$ cat src/rtl/disp_pattern_scanner.sv
// rtl/disp_pattern_scanner.sv - row-scanning LCD test-pattern source with valid/ready output
// Optional overrun counter: define DISP_SCAN_OVERRUN_CNT_EN.
module disp_pattern_scanner #(
    parameter int ROWS = 10,
    parameter int COLS = 10,
    parameter int AW   = 4,
    parameter int FW   = 4
) (
    input  logic            clk_40M,
    input  logic            rst,
    input  logic            step,
    input  logic [1:0]      mode,
    input  logic            freeze,
    input  logic            ready,
`ifdef DISP_SCAN_OVERRUN_CNT_EN
    input  logic            overrun_clr,
    output logic [7:0]      overrun_cnt,
`endif
    output logic [AW-1:0]   addr,
    output logic [COLS-1:0] data_out,
    output logic            valid,
    output logic            frame_done
);

    typedef enum logic [1:0] {IDLE, LOAD, HOLD} state_t;

    localparam logic [AW-1:0] LAST_ROW = AW'(ROWS - 1);
    localparam logic [FW-1:0] LAST_F   = FW'(COLS - 1);

    state_t        state;
    logic [AW-1:0] ptr;
    logic [FW-1:0] f;
    logic [1:0]    mode_q;
    logic          pending;
    logic [1:0]    mode_use;

    // A new mode takes effect on the first row of a frame, including that row itself.
    assign mode_use = (ptr == '0) ? mode : mode_q;

    function automatic logic [COLS-1:0] pattern(input logic [1:0] m,
                                                input logic [AW-1:0] r,
                                                input logic [FW-1:0] fr);
        logic [COLS-1:0] p;
        int rf;
        int fi;
        int idx;
        int cs;
        p   = '0;
        rf  = 32'(r) + 32'(fr);
        fi  = 32'(fr);
        idx = rf % COLS;
        for (int c = 0; c < COLS; c++) begin
            cs = (c + rf) % COLS;
            case (m)
                2'd0:    p[c] = (c == idx);
                2'd1:    p[c] = ~cs[0];
                2'd2:    p[c] = 1'b1;
                default: p[c] = (c <= fi);
            endcase
        end
        return p;
    endfunction

    always_ff @(posedge clk_40M or negedge rst) begin
        if (!rst) begin
            state      <= IDLE;
            addr       <= '0;
            data_out   <= '0;
            valid      <= 1'b0;
            frame_done <= 1'b0;
            ptr        <= '0;
            f          <= '0;
            mode_q     <= 2'd0;
            pending    <= 1'b0;
        end else begin
            frame_done <= 1'b0;
            case (state)
                IDLE: begin
                    if ((step || pending) && !freeze) begin
                        state   <= LOAD;
                        pending <= 1'b0;
                    end else if (step) begin
                        pending <= 1'b1;
                    end
                end
                LOAD: begin
                    if (ptr == '0)
                        mode_q <= mode;
                    addr     <= ptr;
                    data_out <= pattern(mode_use, ptr, f);
                    valid    <= 1'b1;
                    state    <= HOLD;
                    if (step)
                        pending <= 1'b1;
                end
                HOLD: begin
                    if (step)
                        pending <= 1'b1;
                    if (ready) begin
                        valid <= 1'b0;
                        state <= IDLE;
                        if (ptr == LAST_ROW) begin
                            ptr        <= '0;
                            f          <= (f == LAST_F) ? '0 : f + FW'(1);
                            frame_done <= 1'b1;
                        end else begin
                            ptr <= ptr + AW'(1);
                        end
                    end
                end
                default: state <= IDLE;
            endcase
        end
    end

`ifdef DISP_SCAN_OVERRUN_CNT_EN
    logic dropped;
    assign dropped = step & pending;

    always_ff @(posedge clk_40M or negedge rst) begin
        if (!rst)
            overrun_cnt <= 8'd0;
        else if (overrun_clr)
            overrun_cnt <= dropped ? 8'd1 : 8'd0;
        else if (dropped && overrun_cnt != 8'hFF)
            overrun_cnt <= overrun_cnt + 8'd1;
    end
`endif

endmodule

$ cat config.mk
export PLATFORM = sky130hd
export DESIGN_NAME = disp_pattern_scanner
export DESIGN_NICKNAME = d
export VERILOG_FILES = /design/src/rtl/disp_pattern_scanner.sv
export SDC_FILE = /design/constraint.sdc
export NUM_CORES = 1
export LEC_CHECK = 0
export ABC_AREA = 1
export BUFFER_PORTS_ARGS = -buffer_cell sky130_fd_sc_hd__buf_2
export CORE_MARGIN = 2
export CORE_UTILIZATION = 45
export DETAILED_ROUTE_END_ITERATION = 8
export PLACE_DENSITY = 0.66
export SYNTH_ARGS = -nofsm -noshare
export SYNTH_HDL_FRONTEND = slang
export SYNTH_SLANG_ARGS = --single-unit
$ cat constraint.sdc
create_clock -name clk_40M -period 3.2 [get_ports clk_40M]
set_input_delay 0.64 -clock clk_40M [delete_from_list [all_inputs] [get_ports clk_40M]]
set_output_delay 0.64 -clock clk_40M [all_outputs]
set_load 0.05 [all_outputs]
==> results of run 1 <==
per-stage QoR:
| step | cell area (um2) | worst slack (ps) | util, % | instances | hold slack [ps] |
|---|---|---|---|---|---|
| 5_1_grt | 2790 | -85.0 | 58.2 | 426 | 445 |
| 6_report | 2790 | 155 | 58.2 | 426 | 387 |
| 4_1_cts | 2590 | 45.2 | 54.1 | 420 | 404 |
| 3_5_place_dp | 2500 | 59.7 | 52.3 | 413 | 460 |
| 3_3_place_gp | 2500 | 114 | 52.3 | 413 | 459 |
| 2_1_floorplan | 2260 | 133 | - | 319 | 344 |
cells by family after synthesis:
logic type	count (synthesis)	share of synthesized area [%]
and+or+nand+nor	173	38.1
buffers and inverters	66	11.0
AOI/OAI and AO/OA	31	7.69
DFF	29	32.1
adders and majority gates	17	9.73
xor gates and xnor gates	3	1.49
critical path: stages (launching register included):
cell                      delay [ps]
sky130_fd_sc_hd__dfrtp_1         390
sky130_fd_sc_hd__ha_2            210
sky130_fd_sc_hd__fa_2            390
sky130_fd_sc_hd__xor2_2          220
sky130_fd_sc_hd__ha_2            190
sky130_fd_sc_hd__inv_1            50
sky130_fd_sc_hd__nor3_2          160
sky130_fd_sc_hd__nand2_2          80
sky130_fd_sc_hd__buf_4           160
sky130_fd_sc_hd__nand3_4         100
sky130_fd_sc_hd__nand2_2          80
sky130_fd_sc_hd__nand2_4          80
sky130_fd_sc_hd__nand2_1          80
sky130_fd_sc_hd__nand2_2          80
sky130_fd_sc_hd__nand2_2          70
sky130_fd_sc_hd__a21oi_4         160
sky130_fd_sc_hd__nand2_2         100
sky130_fd_sc_hd__nor2_2          120
sky130_fd_sc_hd__nand3_1          80
sky130_fd_sc_hd__nand3_1          90
sky130_fd_sc_hd__nand2_1          60
sky130_fd_sc_hd__inv_1            50
final cells by class:
type                       instances  area, um2  share of cell area [%]
multi-input combinational        224       1430                    51.3
clock buffer                       7       86.3                    3.10
sequential                        29        727                    26.1
tap                               67       83.8                    3.01
inverter                          63        241                    8.66
timing repair buffer              36        219                    7.85
path summary, 6_finish.rpt:
path | endpoint | from | slack (ps)
setup / recovery | data_out[4] | f[0] | 160
hold / removal | pending | rst | 390
setup reg to reg | data_out[4] | f[0] | 160
hold reg to reg | data_out[1] | data_out[1] | 470
max in group asynchronous | f[1] | rst | 2340
min in group clk_40M | data_out[1] | data_out[1] | 470
registers in the layout, indices dropped and copies added (netlist names):
name,flops
data_out,10
addr,4
f,4
ptr,4
mode_q,2
state,2
frame_done,1
pending,1
valid,1
synthesized netlist by cell type, drive strengths merged:
cell type	instances
dfrtp	29
nand4	6
fa	1
nand3b	1
xor2	3
o31ai	2
inv	63
o211ai	1
nand3	36
a21oi	10
nand2	90
nor4	1
ha	16
clkbuf	3
nor3	7
nor3b	1
nor2	27
o21ai	18
or2	4
layer usage:
layer  vias to the layer above  global-route usage (%)  part of all wire [%]
met4                         0                    6.55                   1.3
met5                         -                       0                     0
met2                        33                    30.6                    48
li1                       1082                       -                     -
met1                       917                    24.9                    47
met3                         7                    3.21                   3.2
what timing repair did:
action | CTS | global route
gates resized for setup | 0 | 36
setup endpoints to repair | 0 | 10
setup buffers | 0 | 6
==> impl_results.md, run 1 <==
- Run status: finished clean
- Gp weighted congestion: 0.859
- Most frequent standard cell in the layout excluding fill and tap cells: sky130_fd_sc_hd__nand2_1
- CP Launch Type: flip-flop
- Fmax: 0.328 GHz
- Filler Cell Count: 437
- Aggregate global routing overflow: 0
- Type of the worst setup path: reg2reg
- Maximum buffer depth of the clock tree: 2
- Sink Count: 29
- DRC: 0
- Fin. max-slew vios: 0
- Synth Register Bits: 29
- # IOs: 23
- Share of layout cells above drive strength 1: 28.1%
- Critical path capture point type: flip-flop
- H-tree depth: 2
- Type of the tightest min-delay check: in2async
- Antenna cell count: 0
- Wirelength, routed: 4940 um
- Clock tree skew after final layout: 7.08 ps
- Sequential fraction of the synthesis area: 32.1%
- Most frequent cells in the layout: 68 x sky130_fd_sc_hd__nand2_1, 58 x sky130_fd_sc_hd__inv_1, 28 x sky130_fd_sc_hd__dfrtp_1
- Routed vias: 2039
- Number of library cell types mapped by synthesis: 30
- Vias per cell: 4.79
- Number of design-rule violations left by the first detailed-router iteration: 94
- FP Rows: 25
- Number of global-route vias before repair: 1904
- Die outline height: 74.9 um
- Average cell area after synthesis: 7.09 um2
- Synth top area cells: sky130_fd_sc_hd__dfrtp_1 32%, sky130_fd_sc_hd__nand2_1 12%, sky130_fd_sc_hd__inv_1 10%, sky130_fd_sc_hd__ha_1 8.8%, sky130_fd_sc_hd__nand3_1 6.9%
- Global-route usage over all layers: 18.7%
- Clock tree from TritonCTS: done
- Number of nets with antenna violations after routing: 0
- Worst skew pair latency: 280 ps
- Chip Width: 74.9 um
- Syn Nets: 343
- Data required time of the critical path: 3420 ps
- Top fanout value on the critical path: 4
- CTS Root Cell: sky130_fd_sc_hd__clkbuf_8
- Number of maximum-capacitance violations: 0
- Setup repair after global routing missed its margin: yes
- Actual slew at the worst max-slew pin: 661 ps
- Worst reg-to-reg path cell count: 21
- Wire length per cell: 11.6 um
- Area leader, netlist: sky130_fd_sc_hd__dfrtp_1
- Final worst path period need: 3040 ps
- Arrival time at the worst endpoint: 3260 ps
- Initial antenna violation count: 0
- Synthesized area: 0.00226 mm2
- Post-detail-place hpwl: 3580 um
- Number of iterations in the first detailed-routing pass: 4
- Area grow syn2layout: 23.2%
- Number of cells produced by synthesis: 319
- Port bufs: 22
- Effective utilization at floorplan: 47.3%
- Core area: 0.00479 mm2
- Hold violation total from the final report: 0
- Hold-fix buffers, CTS: 0
- Largest net degree at the start of global routing: 30
- Number of buffers inserted during clock tree synthesis: 5
- Relative slew slack: 55.4%
- Clk pin slew, worst setup/hold paths: 60 ps
- Final period util: 95.2%
- Final sum of negative setup slack: 0 ps
- Yosys top cell area share: 32.1%
- Area of the die: 0.00561 mm2
- Number of synthesis warnings: 0
- Final setup fails: 0
- First-pass GRT wire length: 8130 um
- Post-layout net count: 383
Power of run 1 is left out: the tool's default activity adds up to more than one toggle a clock period on the data nets, which glitch-free logic cannot reach.
==> inputs of run 2 (changes only) <==
clock period = 2.45 ns   (was 3.2 ns; I/O delays follow)
==> impl_results.md, run 2 (synthesis results as in run 1) <==
- Core area: 0.00479 mm2 (unchanged)
- Hold violation total from the final report: 0 (unchanged)
- Maximum buffer depth of the clock tree: 2 (unchanged)
- Met3 usage: 6.56% (was 3.21%)
- Post-route core utilization: 63.3% (was 58.2%)
- Top fanout value on the critical path: 4 (unchanged)
- Number of iterations in the first detailed-routing pass: 4 (unchanged)
- Actual slew at the worst max-slew pin: 654 ps (was 661 ps)
- Final setup fails: 10 (was 0)
- Vias per cell: 4.81 (was 4.79)
- Fmax: 0.338 GHz (was 0.328 GHz)
- Number of nets with antenna violations after routing: 0 (unchanged)
- Hold-fix buffers, CTS: 0 (unchanged)
- Setup repair after global routing missed its margin: yes (unchanged)
- Number of maximum-capacitance violations: 0 (unchanged)
- Final worst path period need: 2960 ps (was 3040 ps)
- Least setup slack across all paths after layout: -507 ps (was 155 ps)
- Wire length per cell: 11.5 um (was 11.6 um)
- Number of cells in the design after placement: 441 (was 413)
- Met1 usage in global routing: 27.5% (was 24.9%)
- Gp weighted congestion: 0.859 (about the same)
- Violations in the final reports: negative setup slack
- Routed vias: 2187 (was 2039)
- Largest net degree at the start of global routing: 30 (unchanged)
- Clk pin slew, worst setup/hold paths: 70 ps (was 60 ps)
- Antenna cell count: 0 (unchanged)
- Number of design-rule violations left by the first detailed-router iteration: 111 (was 94)
- Final Instance Count excl. Fillers: 455 (was 426)
- Post-detail-place hpwl: 3970 um (was 3580 um)
- Area grow syn2layout: 33.9% (was 23.2%)
- Critical path capture point type: flip-flop (unchanged)
- Post-layout net count: 411 (was 383)
- Number of global-route vias before repair: 2179 (was 1904)
- FP Rows: 25 (unchanged)
- Worst slack at placement: -543 ps (was 59.7 ps)
- H-tree depth: 2 (unchanged)
- Global-route met2 utilization: 34.9% (was 30.6%)
- Most flops, register: data_out (unchanged)
- Share of layout cells above drive strength 1: 35.3% (was 28.1%)
- Aggregate global routing overflow: 0 (unchanged)
- Effective utilization at floorplan: 47.3% (unchanged)
- Worst skew pair latency: 280 ps (about the same)
- Relative slew slack: 56.4% (was 55.4%)
- Clock tree skew after final layout: 9.14 ps (was 7.08 ps)
- Highest-utilization routing layer at the global route stage: met2 (unchanged)
- Wirelength, routed: 5250 um (was 4940 um)
- Clock tree from TritonCTS: done (unchanged)
- Global-route usage over all layers: 21.4% (was 18.7%)
- Die outline height: 74.9 um (unchanged)
- Register-to-register path setup slack: -510 ps (was 160 ps)
- Sink Count: 29 (unchanged)
- Critical-path cell with the highest stage delay: sky130_fd_sc_hd__dfrtp_2 (was sky130_fd_sc_hd__dfrtp_1)
- Data required time of the critical path: 2680 ps (was 3420 ps)
- Initial antenna violation count: 0 (unchanged)
- CP Launch Type: flip-flop (unchanged)
- # IOs: 23 (unchanged)
- Crit-path cells: ha_4 -> fa_2 -> xor2_2 -> buf_4 -> inv_2 -> ha_2 -> inv_1 -> ha_4 -> inv_1 -> nand2_1 -> nand2_2 -> buf_4 -> nand3_2 -> nand2_2 -> a21oi_4 -> nand2_2 -> nor2_2 -> nand3_1 -> nand3_1 -> nand2_1 -> inv_1 (was ha_2 -> fa_2 -> xor2_2 -> ha_2 -> inv_1 -> nor3_2 -> nand2_2 -> buf_4 -> nand3_4 -> nand2_2 -> nand2_4 -> nand2_1 -> nand2_2 -> nand2_2 -> a21oi_4 -> nand2_2 -> nor2_2 -> nand3_1 -> nand3_1 -> nand2_1 -> inv_1)
- Area of the die: 0.00561 mm2 (unchanged)
- DRC: 0 (unchanged)
- Chip Width: 74.9 um (unchanged)
- Type of the tightest min-delay check: in2async (unchanged)
- Largest stage delay, worst path: 420 ps (was 390 ps)
- Fin. max-slew vios: 0 (unchanged)
- Most frequent cells in the layout: 66 x sky130_fd_sc_hd__nand2_1, 57 x sky130_fd_sc_hd__inv_1, 42 x sky130_fd_sc_hd__buf_4 (was 68 x sky130_fd_sc_hd__nand2_1, 58 x sky130_fd_sc_hd__inv_1, 28 x sky130_fd_sc_hd__dfrtp_1)
- Final period util: 121% (was 95.2%)
- Run status: finished, violations left (was finished clean)
- Type of the worst setup path: reg2reg (unchanged)
- Number of flip-flops under the largest register name: 10 (unchanged)
- First-pass GRT wire length: 9180 um (was 8130 um)
- Port bufs: 22 (unchanged)
- Most frequent standard cell in the layout excluding fill and tap cells: sky130_fd_sc_hd__nand2_1 (unchanged)
- CTS Root Cell: sky130_fd_sc_hd__clkbuf_8 (unchanged)
- Number of buffers inserted during clock tree synthesis: 5 (unchanged)
- Arrival time at the worst endpoint: 3180 ps (was 3260 ps)
==> run 2: through the flow <==
step,cell area [um2],TNS (ps),hold slack (ps)
6_report,3030,-4800,232
5_1_grt,3030,-6590,295
4_1_cts,2950,-4780,256
3_5_place_dp,2790,-4940,464
3_3_place_gp,2790,-4160,460
2_1_floorplan,2340,-3410,194
==> run 2: repair_timing <==
action / in CTS / in global routing
hold endpoints to repair: 0 / 0
gates resized for setup: 7 / 16
setup endpoints to repair: 10 / 10
pin swaps: 10 / 3
setup buffers: 4 / 2
==> run 2: worst paths after layout <==
check,startpoint,end,cells after the start
hold / removal,rst,data_out[1],1
max in group asynchronous,rst,f[0],1
min in group clk_40M,freeze,pending,3
setup reg to reg,f[0],data_out[6],21
setup / recovery,f[0],data_out[6],21
hold reg to reg,data_out[7],data_out[7],2
==> run 2: area by class of cell <==
class,count,area (um2)
Tap cell,67,83.8
Clock buffer,7,96.3
Timing Repair Buffer,64,425
Inverter,63,241
Sequential cell,29,728
Multi-Input combinational cell,224,1450
Clock inverter,1,5.00
Fill cell,439,1760
==> run 2: critical path: cells and delay by family (launching register included) <==
family,cells,cell delay [ps]
AND/OR/NAND/NOR,9,730
AO/OA/AOI/OAI,1,160
XOR/XNOR,1,170
buffers and inverters,6,470
flip-flops,1,420
adder cells (fa/ha/maj),4,970
==> run 2: per-layer routing <==
metal	vias to the layer above	routed length (um)
met5	-	0
met4	0	59
met3	6	218
met2	35	2560
met1	1007	2410
li1	1139	-
Power of run 2 is left out for the same reason.
==> inputs of run 3 (changes only) <==
ABC_AREA = 0   (was 1)
==> impl_results.md, run 3 <==
- Metal2 WL: 2990 um (was 2560 um)
- Most frequent cells in the layout: 76 x sky130_fd_sc_hd__buf_4, 27 x sky130_fd_sc_hd__dfrtp_1, 22 x sky130_fd_sc_hd__buf_2 (was 66 x sky130_fd_sc_hd__nand2_1, 57 x sky130_fd_sc_hd__inv_1, 42 x sky130_fd_sc_hd__buf_4)
- Yosys top cell area share: 33.0% (was 32.1%)
- # IOs: 23 (unchanged)
- Leading register cell type out of synthesis: sky130_fd_sc_hd__dfrtp_1 (unchanged)
- FP Rows: 25 (unchanged)
- Top fanout value on the critical path: 3 (was 4)
- Run status: finished, violations left (unchanged)
- Reg-to-reg startpoint: ptr[1] (was f[0])
- Most frequent standard cell in the layout excluding fill and tap cells: sky130_fd_sc_hd__buf_4 (was sky130_fd_sc_hd__nand2_1)
- Area of the die: 0.00546 mm2 (was 0.00561 mm2)
- Number of synthesis warnings: 0 (unchanged)
- Final sum of negative setup slack: -12190 ps (was -4800 ps)
- Actual slew at the worst max-slew pin: 739 ps (was 654 ps)
- Violations in the final reports: negative setup slack (unchanged)
- Initial antenna violation count: 0 (unchanged)
- Area grow syn2layout: 49.0% (was 33.9%)
- Antenna cell count: 0 (unchanged)
- Gp weighted congestion: 0.870 (was 0.859)
- Average cell area after synthesis: 9.19 um2 (was 7.09 um2)
- Number of flip-flops under the largest register name: 10 (unchanged)
- Global-route usage over all layers: 22.3% (was 21.4%)
- H-tree depth: 2 (unchanged)
- DRC: 0 (unchanged)
- Chip Width: 73.9 um (was 74.9 um)
- Synthesized area: 0.00220 mm2 (was 0.00226 mm2)
- Number of maximum-capacitance violations: 0 (unchanged)
- Number of global-route vias before repair: 2161 (was 2179)
- Maximum buffer depth of the clock tree: 2 (unchanged)
- Routed length on met1: 2650 um (was 2410 um)
- Least setup slack across all paths after layout: -1340 ps (was -507 ps)
- Share of flip-flops with an asynchronous set or reset: 100% (unchanged)
- Effective utilization at floorplan: 46.5% (was 47.3%)
- Most frequent cell after synthesis: sky130_fd_sc_hd__dfrtp_1 (was sky130_fd_sc_hd__nand2_1)
- Top metal layer carrying routed signals: met4 (unchanged)
- Die outline height: 73.9 um (was 74.9 um)
- Number of cells produced by synthesis: 239 (was 319)
- End of the critical path: data_out[9] (was data_out[6])
- Number of library cell types mapped by synthesis: 60 (was 30)
- Vias per cell: 5.44 (was 4.81)
- Wirelength, routed: 5930 um (was 5250 um)
- Summed area of non-filler cells in the final layout: 0.00327 mm2 (was 0.00303 mm2)
- Critical path capture point type: flip-flop (unchanged)
- Final period util: 155% (was 121%)
- Filler Cell Count: 365 (was 439)
- Sink Count: 29 (unchanged)
- Number of nets with antenna violations after routing: 0 (unchanged)
- Number of flops mapped to enable cells by yosys: 0 (unchanged)
- Area of placed instances: 0.00284 mm2 (was 0.00279 mm2)
- Register Area: 728 um2 (unchanged)
- Synth Register Bits: 29 (unchanged)
- CP Launch Type: flip-flop (unchanged)
- Number of iterations in the first detailed-routing pass: 4 (unchanged)
- Worst skew pair latency: 280 ps (about the same)
- First-pass GRT wire length: 9400 um (was 9180 um)
- Port bufs: 22 (unchanged)
- Setup repair after global routing missed its margin: yes (unchanged)
- Type of the tightest min-delay check: in2async (unchanged)
- Area leader, netlist: sky130_fd_sc_hd__dfrtp_1 (unchanged)
- Worst reg-to-reg path cell count: 15 (was 21)
- Amount of wire on met3 after detailed routing: 189 um (was 218 um)
- Syn Nets: 263 (was 343)
- Relative slew slack: 50.7% (was 56.4%)
- Post-layout net count: 359 (was 411)
- Data required time of the critical path: 2650 ps (was 2680 ps)
- Most frequent cells after synthesis: 29 x sky130_fd_sc_hd__dfrtp_1, 21 x sky130_fd_sc_hd__inv_1, 16 x sky130_fd_sc_hd__ha_1, 13 x sky130_fd_sc_hd__nand2_1, 13 x sky130_fd_sc_hd__o21ai_0 (was 73 x sky130_fd_sc_hd__nand2_1, 60 x sky130_fd_sc_hd__inv_1, 31 x sky130_fd_sc_hd__nand3_1, 29 x sky130_fd_sc_hd__dfrtp_1, 21 x sky130_fd_sc_hd__nor2_1)
- Synth top area cells: sky130_fd_sc_hd__dfrtp_1 33%, sky130_fd_sc_hd__ha_1 9.1%, sky130_fd_sc_hd__inv_1 3.6%, sky130_fd_sc_hd__o21ai_0 3.0%, sky130_fd_sc_hd__mux2_2 2.6% (was sky130_fd_sc_hd__dfrtp_1 32%, sky130_fd_sc_hd__nand2_1 12%, sky130_fd_sc_hd__inv_1 10%, sky130_fd_sc_hd__ha_1 8.8%, sky130_fd_sc_hd__nand3_1 6.9%)
- Arrival time at the worst endpoint: 3980 ps (was 3180 ps)
- Clock tree skew after final layout: 8.53 ps (was 9.14 ps)
- Fmax: 0.264 GHz (was 0.338 GHz)
- Largest net degree at the start of global routing: 30 (unchanged)
- Aggregate global routing overflow: 0 (unchanged)
- Final setup fails: 10 (unchanged)
- Type of the worst setup path: reg2reg (unchanged)
- Combined area of the multi-input logic cells: 0.00154 mm2 (was 0.00145 mm2)
- Launching element of the worst setup path: ptr[1] (was f[0])
- Clock tree from TritonCTS: done (unchanged)
- Register-to-register path setup slack: -1340 ps (was -510 ps)
- Sequential fraction of the synthesis area: 33.0% (was 32.1%)
- Clk pin slew, worst setup/hold paths: 70 ps (about the same)
- Hold violation total from the final report: 0 (unchanged)
- Number of buffers inserted during clock tree synthesis: 5 (unchanged)
- Capture instance of the worst register-to-register path: data_out[9] (was data_out[6])
- Most flops, register: data_out (unchanged)
- Share of layout cells above drive strength 1: 47.0% (was 35.3%)
- Fin. max-slew vios: 0 (unchanged)
- CTS Root Cell: sky130_fd_sc_hd__clkbuf_8 (unchanged)
- Wire length per cell: 14.7 um (was 11.5 um)
- Core area: 0.00472 mm2 (was 0.00479 mm2)
- Routed vias: 2193 (was 2187)
- Number of design-rule violations left by the first detailed-router iteration: 154 (was 111)
- Final worst path period need: 3790 ps (was 2960 ps)
- Post-detail-place hpwl: 4060 um (was 3970 um)
## run 3: worst min-delay path by stage
| stage | start | to | slack, ps |
|---|---|---|---|
| final | rst | data_out[3] | 230 |
| after global routing | rst | data_out[6] | 280 |
| after CTS | rst | data_out[6] | 260 |
| after detailed placement | addr[2] | addr[2] | 500 |
| after global placement | pending | pending | 490 |
| after floorplan | rst | addr[0] | 190 |
## run 3: through the flow
step	worst slack (ps)	utilization, %	std cells	hold slack (ps)
after floorplan	-1250	-	239	194
after global placement	-1180	60.1	378	486
after detailed placement	-1260	60.1	378	496
after CTS	-1190	68.2	400	258
after global routing	-1510	69.3	403	283
final	-1340	69.3	403	230
## run 3: worst max-delay path, stage by stage, from the launching register on
cell and delay [ps]:
sky130_fd_sc_hd__dfrtp_1 440, sky130_fd_sc_hd__buf_6 150, sky130_fd_sc_hd__fa_2 440, sky130_fd_sc_hd__xor2_4 180
sky130_fd_sc_hd__ha_2 180, sky130_fd_sc_hd__or3b_1 160, sky130_fd_sc_hd__o21ai_1 60, sky130_fd_sc_hd__a22o_1 210
sky130_fd_sc_hd__inv_2 110, sky130_fd_sc_hd__ha_4 150, sky130_fd_sc_hd__a21oi_2 60, sky130_fd_sc_hd__a221oi_2 230
sky130_fd_sc_hd__a311oi_2 150, sky130_fd_sc_hd__or4_1 540, sky130_fd_sc_hd__or4b_1 500, sky130_fd_sc_hd__a31oi_1 160
## run 3: area by class of cell
| type | count | area share [%] |
|---|---|---|
| sequential | 29 | 22.2 |
| multi-input combinational | 175 | 46.9 |
| inverter | 23 | 2.87 |
| timing repair buffer | 101 | 21.8 |
| tap | 67 | 2.56 |
| clock inverter | 1 | 0.917 |
| clock buffer | 7 | 2.64 |
## run 3: repair_timing
item / in CTS / in global routing
pin swaps: 14 / 4
setup endpoints to repair: 10 / 10
buffers inserted: 16 / 3
hold buffers: 0 / 0
resized for setup: 29 / 6
## run 3: cells by family (layout without fill, tap and decap cells)
family                   after synthesis  count (layout)  synth area share [%]
multiplexers                           9               9                  4.38
adder cells (fa/ha/maj)               17              17                  10.0
AO/OA/AOI/OAI                         81              81                  26.8
XOR/XNOR                               5               5                  1.99
flip-flops                            29              29                  33.0
buffers and inverters                 35             132                  8.20
AND/OR/NAND/NOR                       63              63                  15.6
## run 3: routing by layer
layer | vias up | track usage (%)
li1 | 1078 | -
met4 | 0 | 6.46
met2 | 38 | 40.0
met5 | - | 0
met3 | 12 | 4.80
met1 | 1065 | 26.5
Power of run 3 is left out for the same reason.
